### src/rtl/prbs_sat_counter.sv
// Saturating up-counter with synchronous clear; clear wins over increment
// and the count sticks at all-ones instead of wrapping.
module prbs_sat_counter #(
  parameter int CNT_W = 16
) (
  input  logic             clk,
  input  logic             rst,
  input  logic             inc,
  input  logic             clr,
  output logic [CNT_W-1:0] count
);

  function automatic logic [CNT_W-1:0] sat_inc(input logic [CNT_W-1:0] c);
    if (&c) return c;
    return c + CNT_W'(1);
  endfunction

  // Count register: reset and clear both zero it, otherwise bump with saturation.
  always_ff @(posedge clk) begin
    if (rst || clr) begin
      count <= '0;
    end else if (inc) begin
      count <= sat_inc(count);
    end
  end

endmodule

### config.mk
export PLATFORM = sky130hd
export DESIGN_NAME = prbs_sat_counter
export DESIGN_NICKNAME = d
export VERILOG_FILES = /design/src/rtl/prbs_sat_counter.sv
export SDC_FILE = /design/constraint.sdc
export NUM_CORES = 1
export LEC_CHECK = 0
export BUFFER_PORTS_ARGS = -buffer_cell sky130_fd_sc_hd__buf_2
export CAP_MARGIN = 0
export CELL_PAD_IN_SITES_DETAIL_PLACEMENT = 1
export CELL_PAD_IN_SITES_GLOBAL_PLACEMENT = 1
export CORE_MARGIN = 5
export CORE_UTILIZATION = 35
export DETAILED_ROUTE_END_ITERATION = 8
export PLACE_DENSITY_LB_ADDON = 0.1
export SLEW_MARGIN = 20
export SYNTH_ARGS = -nofsm -noshare
export SYNTH_HDL_FRONTEND = slang
export SYNTH_SLANG_ARGS = --single-unit
### constraint.sdc
create_clock -name clk -period 2.6 [get_ports clk]
set_clock_uncertainty 0.15 [all_clocks]
set_input_delay 0.52 -clock clk [delete_from_list [all_inputs] [get_ports clk]]
set_output_delay 0.52 -clock clk [all_outputs]
set_load 0.01 [all_outputs]
### Word level (Yosys, flattened, before mapping)

Index checks and enable logic that the tools add are counted.

* add/subtract/negate cells: 1
* reductions and logical operators: 3
* eq/ne operators: 1
* multiplexer cells: 4

Operator list (number)
* $add 16x1->16 const B: 1
* $mux 16: 1
* $reduce_and 16->1: 1
* $mux 1: 3
* $ne 2x2->1 const B: 1
* $reduce_and 2->1: 1
* $logic_or 1x1->1: 1

* output and inout port bits: 16
* bits of input ports: 4
* bits in registers: 16
* word-level logic and storage cells: 10

### Logic depth before layout (Yosys ltp)

Gate-level depths: netlist of run 1.

* word-level depth: 6
* mapped depth: 6
* mapped depth without buffers: 5

### Worst setup path after synthesis of run 1

OpenSTA, ideal clock, no wires.

* kind: register to register
* from: register count[0]
* to: register count[9]
* path slack: 0.724 ns
* setup time: 0.072 ns
* stages on the path, launching flop included: 7
* data arrival time: 1.654 ns
* clock period less this slack: 1.876 ns
* path buffers: 1
* required time: 2.378 ns
* cell sequence: dfxtp_1 > ha_1 > nand4_1 > or4_1 > buf_2 > nand3_1 > mux2i_1

* cells in the longest elaborated chain, start to end: 6
* elaborated cells on any way between the ends: 8
* classes of those cells: add/sub (1); eq/ne (1); mux (4); reduce/logical (2)

Ends and longest elaborated chain
* start, declared: RTL line 10 `output logic [CNT_W-1:0] count`
* start signal, assigned: RTL line 23 `count <= sat_inc(count);`
* $reduce_and 16->1: RTL line 14 `if (&c) return c;`
* $mux 1: RTL line 14
* $mux 1: RTL line 22 `end else if (inc) begin`
* $mux 1: RTL line 20 `if (rst || clr) begin`
* $ne 2x2->1 (no line)
* $reduce_and 2->1 (no line)

Parallel ways exist; a longest one is shown, timed or not. The select of a mux whose other input is x is not followed.
A chain may end at the register's enable or synchronous reset.

### Final worst setup path of run 1

Same ends and word-level chain as after synthesis.

==> impl_metrics.toml, run 1 <==
[yosys]
synth_top_area_share_pct = 38.4
syn_area_um2 = 835
synth_cell_type_count = 31
synth_largest_area_cell = "dfxtp_1"
ys_seq_area_share_pct = 38.4
synth-seq-cells = 16
yosys_warnings = 0
synth_fp_nets = 103
synthTopCellsByArea = "dfxtp_1, and4_1, nand2_1"
avgSynthCellArea_um2 = 8.52
syn_inst = 98

[clocking]
htreeDepth = 1
cts_setup_buffers = 0
cts_resized = 0
cts_tree = "done"
ctsHoldBuffers = 0
root_buffer = "clkbuf_4"
numCtsBuffers = 3
cts_sinks = 16
cts.path.max_buffers = 2
clk_pin_slew_ns = 0.10
clk_latency_ns = 0.30

[layout]
largest-register = "count"
num_antenna_cells = 0
reg_top3 = "count x16"
drive_gt1_share_pct = 21.8
fillCellCount = 292
area_growth_pct = 18.9
largest_reg_flops = 16
finalNetCount = 125

[setup_path]
r2r-end = "count[9]"
slowest_stage = "or4_1"
reg2reg_slack_ns = 0.55
startpoint = "count[0]"
crit_buf_inv = 0
r2r_cells = 5
worstPathArrival_ns = 2.13
slowest_delay_ns = 0.66
critPathKind = "flop to flop"
path_max_fanout = 6
rr_startpoint = "count[0]"
path_delay_family = "simple AND/OR/NAND/NOR gates"
critPathRequiredTime_ns = 2.68
path_cells = "ha_1 -> nand4_1 -> or4_1 -> nand3_1 -> mux2i_1"
crit_path_end_kind = "flop"
startpoint_type = "flop"

[placed_design]
hpwl_um = 1820
gp_congestion = 0.813
pre_cts_slack_ns = 0.603
io_buffers = 19

[floorplan]
start_util_pct = 37.0
ioPinCount = 20
fp.dieW_um = 58.8
fp.dieArea_mm2 = 0.00346
core_area_mm2 = 0.00225
die_h_um = 58.8
core.rowCount = 17

[routing]
post_drt_wl_per_cell_um = 16.8
route.vias.total = 882
drt-initial-drc-count = 19
wl_met3_um = 94
wl_met1_um = 1220
drt_wl_total_um = 2470
drtPass1Iterations = 4
wl_met2_um = 1110
routed.top_layer = "met4"
drc = 0
avgViaCountPerCell = 6.00
drtAntennaViolNets = 0

[timing]
setup_violations = 0
max_freq_mhz = 489
finalCritPeriodShare_pct = 78.7
fin_tns_setup_ns = 0
max_slew_margin_pct = 55.7
rsz0062_at_grt = "no"
setup_ws_ns = 0.554
maxSlewViolCount = 0
fin_crit_ns = 2.05
tightestPinTransition_ns = 0.660
finalHoldViolations = 0

[global_routing]
gr-total-overflow = 0
grt_pass1_vias = 851
grt_max_degree = 11
antenna_found_initial = 0
track_usage_pct = 14.9
grt_pass1_wl_um = 3950

[worst_hold_path]
whs_path_depth = 3
hold_end = "count[9]"
worstHoldStart = "rst"
hp-class = "input pin to flop"

[pwr]
leakage_nw = 0.400
power_density_mw_per_mm2 = 436
vdd_drop_max_v = 0.000261
power_mw = 0.433

[status]
status = "complete, no violations"

[run]
maxCapViolations = 0
[per-layer routing]
| metal | vias up | global-route usage [%] |
|---|---|---|
| met5 | - | 0 |
| met4 | 0 | 8.09 |
| met3 | 5 | 2.19 |
| met2 | 21 | 22.7 |
| met1 | 427 | 19.9 |
| li1 | 429 | - |
[where the power goes]
part           total, mW  internal (mW)  switching, mW
Combinational     0.0152        0.00540        0.00982
Clock              0.171         0.0854         0.0851
Sequential         0.247          0.246        0.00118
[worst max-delay path by stage]
stage / slack [ns] / to / depth (start not counted)
final: 0.55 / count[9] / 5
after global routing: 0.40 / count[2] / 5
after CTS: 0.57 / count[9] / 5
after detailed placement: 0.60 / count[9] / 5
after global placement: 0.64 / count[9] / 4
after floorplan: 0.72 / count[9] / 6
[placed cells by master, fill, tap and decap left out]
master    synthesis  final
ha_1              1      1
or3_1             4      4
nand3_1           5      5
o41ai_1           2      2
o311ai_0          1      1
a21o_1            1      1
buf_2             1     19
clkbuf_8          0      1
mux2i_1           1      1
nor3_1            2      2
inv_1             1      1
a41o_1            1      1
clkbuf_4          0      3
or2_2             1      1
nor3b_1           1      1
nand2_1          10     10
nand4_2           1      1
dfxtp_1          16     16
and4b_1           1      1
a31oi_1           5      5
and4_1            9      9
and3_1            2      2
o31ai_1           2      2
nand4_1           3      3
a21oi_1           6      6
nor2b_1           1      1
a211oi_1          1      1
xor2_1            1      1
nor2_1            6      6
o21ai_0           7      7
or4_1             3      3
nor4_2            1      1
[final cells by class]
class                   count  area, µm²  area share (%)
flip-flops and latches     16        320            32.3
clock buffers               4       36.3            3.66
multi-input cells          79        502            50.6
inverters                   1       3.75           0.378
repair buffers             19       95.1            9.58
well taps                  28       35.0            3.53
[worst min-delay path, stage by stage]
cell and delay [ns]:
buf_2 0.09, or3_1 0.10, mux2i_1 0.07
[synthesized netlist by cell type, drive strengths merged]
master	instances
o21ai	7
o31ai	2
buf	1
or2	1
a21o	1
mux2i	1
and4	9
nor3	2
nand2	10
a31oi	5
nor2b	1
and3	2
inv	1
nor3b	1
nand3	5
nor4	1
o41ai	2
a21oi	6
nor2	6
dfxtp	16
a41o	1
xor2	1
or3	4
nand4	4
clkbuf	1
ha	1
and4b	1
or4	3
a211oi	1
o311ai	1
[metrics by stage]
step / area, µm² / hold slack, ns / util (%) / cells
3_5_place_dp: 956 / 0.365 / 42.4 / 143
4_1_cts: 992 / 0.367 / 44.0 / 147
3_3_place_gp: 956 / 0.330 / 42.4 / 143
2_1_floorplan: 835 / 0.365 / - / 98
6_report: 992 / 0.370 / 44.0 / 147
5_1_grt: 992 / 0.377 / 44.0 / 147
[cell families (layout without fill, tap and decap cells)]
kind of cell / Yosys count / after routing / share of synthesized area, %
AND/OR/NAND/NOR: 50 / 50 / 36.9
AO/OA/AOI/OAI: 26 / 26 / 19.5
adder cells (fa/ha/maj): 1 / 1 / 1.50
buffers and inverters: 3 / 24 / 1.50
multiplexers: 1 / 1 / 1.20
flip-flops: 16 / 16 / 38.4
XOR/XNOR: 1 / 1 / 1.05
(Power assumes the default switching activity.)
==> inputs of run 2 (changes only) <==
- ABC_AREA: default -> 1
- clock period: 2.6 -> 2 ns (I/O delays scaled with it)
==> run 2 against run 1 <==
Global-route usage rose by 1.9 points; first-iteration DRC count fell by 5.3%; sequential share of layout area fell by 2.8 points; sequential power rose by 30%; final cell count rose by 39%; core utilization fell by 0.17 points; register-to-register slack got worse by 0.19 ns; worst setup slack got worse by 0.19 ns; worst hold slack got worse by 0.015 ns; count of clock-buffer cells in the layout did not move; critical endpoint is now count[7]; wire length rose by 8.8%.
==> impl_metrics.toml, run 2 <==
[setup_path]
startpoint_type = "flop"
critPathRequiredTime_ns = 2.05
critPathKind = "flop to flop"
crit_path_end_kind = "flop"
worstPathArrival_ns = 1.68
path_max_fanout = 12

[timing]
max_freq_mhz = 611
max_slew_margin_pct = 78.1
finalCritPeriodShare_pct = 81.9
maxSlewViolCount = 0
finalHoldViolations = 0
fin_crit_ns = 1.64
fin_tns_setup_ns = 0
setup_violations = 0
tightestPinTransition_ns = 0.327
rsz0062_at_grt = "no"

[layout]
largest-register = "count"
mostFrequentLayoutCells = "nor2_1, nand2_1, buf_2"
drive_gt1_share_pct = 17.7
finalNetCount = 181
reg_top3 = "count x16"
area_growth_pct = 19.4
largest_reg_flops = 16
finish.instance_area_mm2 = 0.00109
final_common_cell = "nor2_1"
num_antenna_cells = 0

[global_routing]
gr-total-overflow = 0
grt_pass1_wl_um = 4620
grt_max_degree = 16
antenna_found_initial = 0
use_met1_pct = 21.0
met3_usage_pct = 3.83
grt_pass1_vias = 1046
track_usage_pct = 16.8
grtUsageMet2_pct = 28.2
grt.busiest_layer = "met2"

[yosys]
synth_adder_area_share_pct = 1.38
synth-seq-cells = 16
ys_seq_area_share_pct = 35.2
synthTopCellsByArea = "dfxtp_1, nor2_1, nand2_1"
synth_commonest_cells = "nor2_1, nand2_1, dfxtp_1"
synth_top_family_by_area = "simple AND/OR/NAND/NOR gates"
synth_top_area_share_pct = 35.2
synth_compound_area_share_pct = 8.80
avgSynthCellArea_um2 = 5.98
syn_area_um2 = 910
yosys.area_share.simple_pct = 48.4
synth_edf_count = 0
async_flop_share_pct = 0
synth_cell_type_count = 14
synth_fp_nets = 157
synth_flop_cell = "dfxtp_1"
yosys_warnings = 0
yosysMostFrequentCell = "nor2_1"
synth_mux_area_share_pct = 0
synth_largest_area_cell = "dfxtp_1"
synth-xor-area-share_pct = 0
syn_inst = 152

[clocking]
numCtsBuffers = 3
cts_sinks = 16
clk_pin_slew_ns = 0.10
htreeDepth = 1
cts_setup_buffers = 0
clk_latency_ns = 0.30
cts_resized = 0
root_buffer = "clkbuf_4"
ctsHoldBuffers = 0
cts_tree = "done"
cts.path.max_buffers = 2

[floorplan]
fp.dieArea_mm2 = 0.00372
fp.dieW_um = 61.0
start_util_pct = 36.7
die_h_um = 61.0
core.rowCount = 18
ioPinCount = 20
core_area_mm2 = 0.00248

[routing]
drtAntennaViolNets = 0
route.vias.total = 1046
post_drt_wl_per_cell_um = 13.1
drc = 0
drtPass1Iterations = 4
drt-initial-drc-count = 18
drt_wl_total_um = 2680
avgViaCountPerCell = 5.10

[run]
maxCapViolations = 0

[pwr]
leakage_nw = 0.420
vdd_drop_max_v = 0.000328
power_density_mw_per_mm2 = 527

[placed_design]
hpwl_um = 2110
io_buffers = 19
gp_congestion = 0.842
place_area_mm2 = 0.00105

[worst_hold_path]
hp-class = "input pin to flop"

[status]
status = "complete, no violations"
-- run 2: layout make-up --
| type | count | area, µm² |
|---|---|---|
| Clock buffer | 4 | 36.3 |
| Fill cell | 360 | 1390 |
| Inverter | 11 | 41.3 |
| Multi-Input combinational cell | 122 | 533 |
| Sequential cell | 16 | 320 |
| Tap cell | 30 | 37.5 |
| Timing Repair Buffer | 22 | 118 |
-- run 2: worst paths after layout --
path            start   endpoint  slack (ns)  depth (start not counted)
min               inc  count[12]        0.35                          4
min reg2reg  count[9]   count[9]        0.39                          2
max          count[0]   count[7]        0.36                          7
max reg2reg  count[0]   count[7]        0.36                          7
-- run 2: power by group --
group	switching, mW	leakage [nW]	internal [mW]	total, mW
Combinational	0.0189	0.270	0.0105	0.0294
Clock	0.109	0.0210	0.111	0.220
Sequential	0.00226	0.129	0.320	0.322
-- run 2: kinds of logic (layout without fill, tap and decap cells) --
family,count (synthesis),in the layout
fa+ha+maj,1,1
flops,16,16
compound gates,16,16
buf+inv,14,37
simple gates,105,105
-- run 2: through the flow --
stage / cells / hold WS (ns) / worst slack [ns] / power (mW) / util [%]
floorplan: 152 / 0.390 / 0.501 / 0.346 / -
global placement: 201 / 0.366 / 0.411 / 0.357 / 42.4
detailed placement: 201 / 0.376 / 0.364 / 0.360 / 42.4
CTS: 205 / 0.340 / 0.337 / 0.590 / 43.8
global route: 205 / 0.383 / 0.180 / 0.607 / 43.8
finish: 205 / 0.355 / 0.362 / 0.572 / 43.8
-- run 2: worst max-delay path, stage by stage (launching register included) --
cell and delay (ns):
dfxtp_1 0.41, ha_1 0.22, inv_1 0.05, nor2_1 0.15, nand4_1 0.14, buf_4 0.20
a21oi_1 0.14, nor2_1 0.06
-- run 2: per-layer routing --
metal | up-vias | part of all wire, %
met5 | - | 0
met3 | 4 | 4.2
met1 | 491 | 45
met2 | 19 | 49
met4 | 0 | 1.3
li1 | 532 | -
